### config.mk
export PLATFORM = sky130hd
export DESIGN_NAME = uart_host_tx
export DESIGN_NICKNAME = d
export VERILOG_FILES = /design/src/rtl/uart_host_pkg.sv /design/src/rtl/uart_sync_fifo.sv /design/src/rtl/uart_host_tx.sv
export SDC_FILE = /design/constraint.sdc
export NUM_CORES = 1
export LEC_CHECK = 0
export BUFFER_PORTS_ARGS = -buffer_cell sky130_fd_sc_hd__buf_2
export CELL_PAD_IN_SITES_DETAIL_PLACEMENT = 0
export CELL_PAD_IN_SITES_GLOBAL_PLACEMENT = 2
export CORE_MARGIN = 1
export CORE_UTILIZATION = 41
export DETAILED_ROUTE_END_ITERATION = 10
export PLACE_DENSITY_LB_ADDON = 0.15
export SYNTH_ARGS = -nofsm -noshare
export SYNTH_HDL_FRONTEND = slang
export SYNTH_SLANG_ARGS = --single-unit
### constraint.sdc
create_clock -name clk_50m -period 3.8 [get_ports clk_50m]
set_input_delay 0.19 -clock clk_50m [delete_from_list [all_inputs] [get_ports clk_50m]]
set_output_delay 0.19 -clock clk_50m [all_outputs]
set_load 0.005 [all_outputs]
### src/rtl/uart_host_pkg.sv
// -----------------------------------------------------------------------------
// uart_host_pkg
// Shared types and constants for the host-side 8N1 UART transmitter.
//   tx_state_t : frame sequencer states
//   DIV_MIN    : smallest usable clocks-per-bit value
//   DATA_BITS  : payload bits per frame
// -----------------------------------------------------------------------------
package uart_host_pkg;

    typedef enum logic [1:0] {
        IDLE  = 2'd0,
        START = 2'd1,
        DATA  = 2'd2,
        STOP  = 2'd3
    } tx_state_t;

    localparam int DIV_MIN   = 2;
    localparam int DATA_BITS = 8;

endpackage

### src/rtl/uart_sync_fifo.sv
// -----------------------------------------------------------------------------
// uart_sync_fifo
// Single-clock byte FIFO, depth 2^FIFO_AW, first-word-fall-through read port.
// Ports:
//   clk, rst_n    clock, asynchronous active-low reset (pointers only)
//   push, wdata   write strobe and byte; ignored while full
//   pop           read strobe; ignored while empty
//   rdata         byte at the head of the queue (valid whenever !empty)
//   full, empty   occupancy flags
//   level         current occupancy, 0 .. 2^FIFO_AW
// -----------------------------------------------------------------------------
module uart_sync_fifo #(
    parameter int FIFO_AW = 4
) (
    input  logic               clk,
    input  logic               rst_n,
    input  logic               push,
    input  logic               pop,
    input  logic [7:0]         wdata,
    output logic [7:0]         rdata,
    output logic               full,
    output logic               empty,
    output logic [FIFO_AW:0]   level
);

    localparam int               DEPTH   = 1 << FIFO_AW;
    localparam logic [FIFO_AW:0] PTR_ONE = 1;

    logic [7:0]       mem_q [DEPTH];
    logic [FIFO_AW:0] wr_ptr_q, wr_ptr_d;
    logic [FIFO_AW:0] rd_ptr_q, rd_ptr_d;
    logic             do_push;
    logic             do_pop;

    // Pointers carry one extra wrap bit: equal pointers mean empty, pointers
    // that differ only in the wrap bit mean full.
    assign empty = (wr_ptr_q == rd_ptr_q);
    assign full  = (wr_ptr_q[FIFO_AW] != rd_ptr_q[FIFO_AW]) &&
                   (wr_ptr_q[FIFO_AW-1:0] == rd_ptr_q[FIFO_AW-1:0]);
    assign level = wr_ptr_q - rd_ptr_q;
    assign rdata = mem_q[rd_ptr_q[FIFO_AW-1:0]];

    assign do_push = push && !full;
    assign do_pop  = pop && !empty;

    always_comb begin
        wr_ptr_d = do_push ? (wr_ptr_q + PTR_ONE) : wr_ptr_q;
        rd_ptr_d = do_pop  ? (rd_ptr_q + PTR_ONE) : rd_ptr_q;
    end

    always_ff @(posedge clk or negedge rst_n) begin
        if (!rst_n) begin
            wr_ptr_q <= '0;
            rd_ptr_q <= '0;
        end else begin
            wr_ptr_q <= wr_ptr_d;
            rd_ptr_q <= rd_ptr_d;
        end
    end

    always_ff @(posedge clk) begin
        if (do_push) begin
            mem_q[wr_ptr_q[FIFO_AW-1:0]] <= wdata;
        end
    end

endmodule

### src/rtl/uart_host_tx.sv
// -----------------------------------------------------------------------------
// uart_host_tx
// Host-side 8N1 UART transmitter feeding picosoc.ser_rx. Bytes enter through a
// valid/ready stream into a FIFO and are sent LSB first; one bit lasts
// max(cfg_div, 2) clocks, sampled at the start of each frame.
// Ports:
//   clk_50m   system clock
//   resetn    asynchronous active-low reset
//   cfg_div   clocks per bit (0 and 1 behave as 2)
//   s_valid   input byte valid
//   s_data    input byte
//   s_ready   FIFO not full
//   tx        registered serial output, idle high
//   busy      frame in progress or bytes queued
//   level     FIFO occupancy
// -----------------------------------------------------------------------------
module uart_host_tx
    import uart_host_pkg::*;
#(
    parameter int FIFO_AW   = 4,
    parameter int STOP_BITS = 1,
    parameter int DIV_W     = 16
) (
    input  logic               clk_50m,
    input  logic               resetn,
    input  logic [DIV_W-1:0]   cfg_div,
    input  logic               s_valid,
    input  logic [7:0]         s_data,
    output logic               s_ready,
    output logic               tx,
    output logic               busy,
    output logic [FIFO_AW:0]   level
);

    localparam logic [DIV_W-1:0] DIV_ONE   = 1;
    localparam logic [DIV_W-1:0] DIV_FLOOR = DIV_W'(DIV_MIN);
    localparam logic [2:0]       LAST_DATA = 3'(DATA_BITS - 1);
    localparam logic [2:0]       LAST_STOP = 3'(STOP_BITS - 1);

    function automatic logic [DIV_W-1:0] clamp_div(input logic [DIV_W-1:0] d);
        return (d < DIV_FLOOR) ? DIV_FLOOR : d;
    endfunction

    tx_state_t        state_q, state_d;
    logic [DIV_W-1:0] div_q, div_d;
    logic [DIV_W-1:0] baud_q, baud_d;
    logic [2:0]       bit_q, bit_d;
    logic [7:0]       shreg_q, shreg_d;
    logic             tx_q, tx_d;

    logic             fifo_full;
    logic             fifo_empty;
    logic             pop;
    logic [7:0]       fifo_rdata;
    logic             bit_end;

    uart_sync_fifo #(
        .FIFO_AW (FIFO_AW)
    ) u_fifo (
        .clk   (clk_50m),
        .rst_n (resetn),
        .push  (s_valid && s_ready),
        .pop   (pop),
        .wdata (s_data),
        .rdata (fifo_rdata),
        .full  (fifo_full),
        .empty (fifo_empty),
        .level (level)
    );

    assign s_ready = !fifo_full;
    assign busy    = (state_q != IDLE) || !fifo_empty;
    assign tx      = tx_q;
    assign bit_end = (baud_q == (div_q - DIV_ONE));

    // State register
    always_ff @(posedge clk_50m or negedge resetn) begin
        if (!resetn) begin
            state_q <= IDLE;
        end else begin
            state_q <= state_d;
        end
    end

    // Next state; pop is asserted on every edge that enters START so the
    // following frame starts without an idle gap.
    always_comb begin
        state_d = state_q;
        pop     = 1'b0;
        case (state_q)
            IDLE: begin
                if (!fifo_empty) begin
                    state_d = START;
                    pop     = 1'b1;
                end
            end
            START: begin
                if (bit_end) state_d = DATA;
            end
            DATA: begin
                if (bit_end && (bit_q == LAST_DATA)) state_d = STOP;
            end
            STOP: begin
                if (bit_end && (bit_q == LAST_STOP)) begin
                    if (!fifo_empty) begin
                        state_d = START;
                        pop     = 1'b1;
                    end else begin
                        state_d = IDLE;
                    end
                end
            end
            default: state_d = IDLE;
        endcase
    end

    // Output: tx follows the state being entered so the line changes on the
    // same edge as the FSM.
    always_comb begin
        case (state_d)
            START:   tx_d = 1'b0;
            DATA:    tx_d = shreg_d[0];
            default: tx_d = 1'b1;
        endcase
    end

    // Baud counter, bit counter and shift register. A pop reloads the divider
    // so cfg_div changes only take effect at a frame boundary.
    always_comb begin
        div_d   = div_q;
        baud_d  = baud_q;
        bit_d   = bit_q;
        shreg_d = shreg_q;
        if (pop) begin
            div_d   = clamp_div(cfg_div);
            baud_d  = '0;
            bit_d   = '0;
            shreg_d = fifo_rdata;
        end else if (state_q != IDLE) begin
            if (bit_end) begin
                baud_d = '0;
                if (state_q == DATA) begin
                    shreg_d = shreg_q >> 1;
                    bit_d   = (bit_q == LAST_DATA) ? 3'd0 : (bit_q + 3'd1);
                end else if (state_q == STOP) begin
                    bit_d = bit_q + 3'd1;
                end
            end else begin
                baud_d = baud_q + DIV_ONE;
            end
        end
    end

    always_ff @(posedge clk_50m or negedge resetn) begin
        if (!resetn) begin
            tx_q   <= 1'b1;
            div_q  <= DIV_FLOOR;
            baud_q <= '0;
            bit_q  <= '0;
        end else begin
            tx_q   <= tx_d;
            div_q  <= div_d;
            baud_q <= baud_d;
            bit_q  <= bit_d;
        end
    end

    always_ff @(posedge clk_50m) begin
        shreg_q <= shreg_d;
    end

endmodule

# --- After elaboration in Yosys (flattened, before gate mapping) ---
# Memory sizes are Yosys's and may differ from the RTL's.
# Index checks and enable logic that the tools add are counted.
word_totals:
  n_memories: 1
  out_inout_bits: 8
  ram_bits: 128
  in_bits: 27
  reg_bits: 56
memory_table:
  columns: ["memory", "words", "width", "read_ports", "rd_ports_with_merged_regs", "write_ports", "line_no", "rtl"]
  rows:
  - ["u_fifo.mem_q", 16, 8, 1, 0, 1, "uart_sync_fifo.sv:29", "logic [7:0] mem_q [DEPTH];"]
op_classes:
  muxes: 26
  add_sub_neg: 6
  magnitude_cmp: 1
  n_eq_ne: 10
  reduce_logical: 18
ops:
  columns: ["op", "n"]
  rows:
  - ["$mux W16", 4]
  - ["$mux W8", 4]
  - ["$mux W3", 6]
  - ["$add A16 B1 Y16 const B", 1]
  - ["$eq A16 B16 Y1", 1]
  - ["$lt A16 B2 Y1 const B", 1]
  - ["$sub A16 B1 Y16 const B", 1]
  - ["$add A5 B1 Y5 const B", 2]
  - ["$mux W2", 4]
  - ["$pmux W2 S4", 1]
  - ["$reduce_bool A2 Y1", 4]
  - ["$eq A2 B2 Y1 const B", 3]
  - ["$logic_and A1 B1 Y1", 6]
  - ["$reduce_and A3 Y1", 2]
  - ["$eq A5 B5 Y1", 1]
  - ["$mux W1", 5]
  - ["$sub A5 B5 Y5", 1]
  - ["$eq A2 B1 Y1 const B", 2]
  - ["$eq A4 B4 Y1", 1]
  - ["$pmux W1 S2", 2]
  - ["$add A3 B1 Y3 const B", 1]
  - ["$eq A3 B3 Y1 const B", 1]
  - ["$logic_not A3 Y1", 1]
  - ["$reduce_bool A3 Y1", 1]
  - ["other kinds (4)", 5]

# --- Logic depth before layout (Yosys ltp) ---
depth:
  ltp_word: 7
  mapped_depth: 14

# --- By module ---
# From an unflattened synthesis, not the netlist that was laid out.
unflattened:
  hier_cells: 611
  area_unflattened_um2: 8693.3
by_module_without_submodules:
  columns: ["module", "cells_each", "n_inst", "area_each_um2"]
  rows:
  - ["uart_sync_fifo", 297, 1, 5750.5]
  - ["uart_host_tx", 314, 1, 2942.8]

# --- Worst setup path before layout ---
# Ideal clock, no wire load.
synth_timing:
  path_type: "register to register"
  from: "register div_q[10]"
  to: "register shreg_q[1] (enable)"
  period_less_slack_ns: 3.531
  stages_incl_launch_ff: 12
  t_arrival_ns: 3.210
  setup_slack_ns: 0.269
  n_path_buf: 3
  setup_time_ns: 0.321
  path_cell_list: "dfrtp_1 -> or4_1 -> or3_1 -> or3_1 -> xnor2_2 -> or4_1 -> buf_4 -> o31ai_4 -> and2_4 -> buf_6 -> buf_2 -> a21o_1"
synth_via:
  elab_chain_cells: 7
  word_cells_on_any_way: 9
  classes_between: "add/sub (1); eq/ne (1); mux (2); reduce/logical (5)"
synth_lines:
  columns: ["item", "line_no", "rtl"]
  rows:
  - ["start, declared", "uart_host_tx.sv:45", "logic [DIV_W-1:0] div_q, div_d;"]
  - ["start signal, assigned", "uart_host_tx.sv:162", "div_q <= div_d;"]
  - ["$sub A16 B1 Y16 (*)", "uart_host_tx.sv:74", "assign bit_end = (baud_q == (div_q - DIV_ONE));"]
  - ["$eq A16 B16 Y1 (*)", "uart_host_tx.sv:74", null]
  - ["$logic_and A1 B1 Y1", "uart_host_tx.sv:104", "if (bit_end && (bit_q == LAST_STOP)) begin"]
  - ["$mux W1", "uart_host_tx.sv:104", null]
  - ["$pmux W1 S2", "uart_host_tx.sv:90", "case (state_q)"]
  - ["$reduce_bool A2 Y1 (no source line)", null, null]
  - ["$reduce_and A3 Y1 (no source line) (*)", null, null]
  - ["end signal, assigned", "uart_host_tx.sv:169", "shreg_q <= shreg_d;"]
  - ["end, declared", "uart_host_tx.sv:48", "logic [7:0] shreg_q, shreg_d;"]
# Every way passes the cells marked *; elsewhere a longest branch is shown, timed or not.
# A chain may end at the register's enable or synchronous reset.

# --- Final worst setup path ---
layout_timing:
  from: "register div_q[11]"
  to: "register div_q[12]"
layout_via:
  elab_chain_cells: 5
layout_lines:
  columns: ["item", "line_no"]
  rows:
  - ["$sub A16 B1 Y16", "uart_host_tx.sv:74"]
  - ["$eq A16 B16 Y1", "uart_host_tx.sv:74"]
  - ["$logic_and A1 B1 Y1", "uart_host_tx.sv:104"]
  - ["$mux W1", "uart_host_tx.sv:104"]
  - ["$pmux W1 S2", "uart_host_tx.sv:90"]
# Every way passes these cells.

==> reports/results.txt <==
Post-synth EDFFs = 135
Worst Clk Skew = 0.01190 ns
Die width = 145.3 um
Clock latency on the worst-skew pair = 0.43 ns
CP max FO = 21
Core ar. = 20170 sq um
Starting Density = 0.4174
Setup WS post-layout = 0.2164 ns
Die area = 21110 sq um
Dpl ws = 0.2089 ns
CTS Sinks = 184
Core Util, Final = 0.4833
Vias per inst = 5.261
Via count = 4840
HP Class = in2async
Worst Tran Pin Value = 1.133 ns
WP data required = 4.11 ns
Syn Area/Cell = 14.77 sq um
Met3 usage = 0.03836
Crit path largest cell delay = 0.68 ns
Worst VDD drop = 0.4105 mV
RD Place Congestion = 0.7692
Hold_buf cts = 6
Largest net degree at the start of global routing = 49
Post-synthesis async set-or-reset flop share = 0.2609
Final WL = 17360 um
Reg area = 5279 sq um
CTS tree = yes
Synth top area cells = edfxtp_1, dfrtp_1, mux4_2
Postcts setup bufs = 0
Layout cell share with drive strength beyond 1 = 0.2492
Critical path class = reg2reg
Cts bufs inserted = 17
ANT nets after route = 0
Cells after Synth = 570
Max-Slew Margin vs Limit = 0.2443
Minimum clock period = 3.584 ns
Mapped Area = 8419 sq um
Vias in the first global route = 5187
GRT busiest layer = met2
Grt ovf = 0
Drc violations = 0
Top Ports = 35
Fmax = 279.1 MHz
Max-cap violations = 0
Number of max-slew violations in the final report = 0
Pwr/cell area = 729.3 nW/um^2
Initial antenna violation count = 0
Fin crit share = 0.9430
Synth warn = 0
Area leader, netlist = edfxtp_1
Cts repair resizes = 0
DRT iter0 DRCs = 257
Met2 GRT Util = 0.3216
Rows = 52
Leak = 3.512 nW
Critical Path Sink Type = flop
Final TNS setup = 0 ns
CTS Buffer Depth = 2
Number of diodes = 0
Total track usage = 0.1784
TritonRoute pass-1 iters = 6
Port Buffers = 34
Root Driver = clkbuf_16
Setup Viol. Count Final = 0
Worst hold slack = -0.01961 ns
FF+latch count, synth = 184
Startpoint Class = flop
Status = finished, violations left
WL/cell = 18.87 um
Post-Syn Nets = 617
Layout fillers = 1790
Wire length of the first global-routing pass = 28470 um
Count of different cell masters after synthesis = 57
Slowest-stage cell, CP = or4_1
Post-DP HPWL = 12340 um
Violated checks = hold timing
Synth top area share = 0.4815
Fin. Hold Viols = 17
CTS clock-pin slew for the worst setup and hold paths = 0.07 ns
RSZ-0062 raised after global routing = false
Post-synthesis sequential area ratio = 0.6268
NumNets Final = 684
Arrival time at the worst endpoint = 3.89 ns
Area of the multi-input gates = 2943 sq um
Die Ht = 145.3 um
Critical Path, Cell by Cell = or4_1 -> or3_1 -> or3_1 -> xnor2_2 -> or4_1 -> o31ai_4 -> and2_4 -> buf_12 -> mux2_2
Met1 Usage GRT = 0.2181
Area Overhead vs Synth = 15.78%
CTS H-tree depth = 4
Ys flop type = edfxtp_1
[final timing paths]
| check | from | endpoint | slack, ns | cells after the start |
|---|---|---|---|---|
| setup reg to reg | div_q[11] | div_q[12] | 0.22 | 9 |
| max in group asynchronous | resetn | u_fifo.rd_ptr_q[0] | 3.04 | 1 |
| min in group clk_50m | cfg_div[4] | div_q[4] | 0.02 | 2 |
| setup / recovery | div_q[11] | div_q[12] | 0.22 | 9 |
| hold / removal | resetn | bit_q[1] | -0.02 | 1 |
| hold reg to reg | u_fifo.rd_ptr_q[4] | u_fifo.rd_ptr_q[4] | 0.50 | 1 |
[where the power goes]
part	internal (W)	switching [W]	total, W
combinational	0.00120	0.00129	0.00249
sequential	0.00253	0.000269	0.00280
clock	0.000956	0.000862	0.00182
[cells in the final DEF (no fill, tap or decap), types with 3 or more instances in the layout]
master / Yosys / final
mux2_2: 13 / 13
inv_1: 22 / 22
mux2i_1: 3 / 3
nand4_1: 11 / 11
and3_1: 6 / 6
o21ai_0: 33 / 33
nor3_1: 13 / 13
nor4_1: 9 / 9
dfrtp_1: 46 / 45
nor2b_1: 5 / 5
o22ai_1: 3 / 3
edfxtp_1: 135 / 135
buf_2: 3 / 34
or3_1: 7 / 7
clkbuf_16: 0 / 17
o21ai_1: 3 / 3
xnor2_1: 23 / 23
dlygate4sd3_1: 0 / 7
a21o_1: 5 / 5
xor2_1: 17 / 17
clkinv_8: 0 / 6
nand3_1: 10 / 10
mux4_2: 40 / 40
nand2_1: 36 / 36
nor2_1: 32 / 32
or4_1: 3 / 3
a21oi_1: 8 / 8
inv_6: 0 / 5
ha_1: 19 / 19
buf_4: 2 / 29
nand2b_1: 12 / 12
[layout make-up]
cell class / instances / share of cell area
Clock buffer: 17 / 0.04364
Clock inverter: 15 / 0.02041
Inverter: 23 / 0.008856
Multi-Input combinational cell: 340 / 0.3019
Sequential cell: 184 / 0.5415
Tap cell: 270 / 0.03466
Timing Repair Buffer: 71 / 0.04903
[per-stage QoR]
step	hold slack, ns	power (W)	cell area [sq um]	instances
after floorplan	-0.1056	0.004569	8419	570
after global placement	0.4198	0.005312	9054	881
after detailed placement	0.4184	0.005384	9054	881
after CTS	0.00004460	0.007225	9738	919
after global routing	0.002937	0.007569	9748	920
final	-0.01961	0.007109	9748	920
[worst max-delay path: cells and delay by family (launching register included)]
kind                   cells  cell delay (ns)
AND/OR/NAND/NOR            5             2.07
flip-flops                 1             0.45
multiplexers               1             0.35
AO/OA/AOI/OAI              1             0.26
XOR/XNOR                   1             0.16
buffers and inverters      1             0.16
[registers in the layout, indices dropped and copies added, names as in the netlist]
name	cells
u_fifo.mem_q	128
u_fifo.wr_ptr_q	5
bit_q	3
tx	1
shreg_q	8
div_q	16
baud_q	16
state_q	2
u_fifo.rd_ptr_q	5
[synthesized netlist by cell type (all sizes together) (3+ instances only)]
cell type	n
and2	3
xnor2	24
nand2	36
buf	12
ha	19
o22ai	4
xor2	17
or4	3
edfxtp	135
nor2b	5
mux2	13
and3	6
mux2i	3
dfrtp	46
a21oi	8
nor2	33
nand2b	12
inv	23
o21ai	36
nor3	13
or3	7
clkbuf	11
nor4	9
mux4	40
nand4	11
a21o	5
nand3	10
o31ai	3
[layer usage]
metal / share of wire / wire [um]
met1: 0.43 / 7453
met2: 0.54 / 9311
met3: 0.023 / 400
met4: 0.011 / 191
met5: 0 / 0
[logic make-up (layout without fill, tap and decap cells)]
group                    Yosys count  after routing  share of synthesized area
multiplexers                      56             56                     0.1280
AND/OR/NAND/NOR                  153            153                    0.09437
XOR/XNOR                          41             41                    0.04354
buffers and inverters             46            126                    0.02363
AO/OA/AOI/OAI                     70             70                    0.05305
adder cells (fa/ha/maj)           20             20                    0.03061
flip-flops                       184            184                     0.6268
Power figures use the tool's default switching activity.
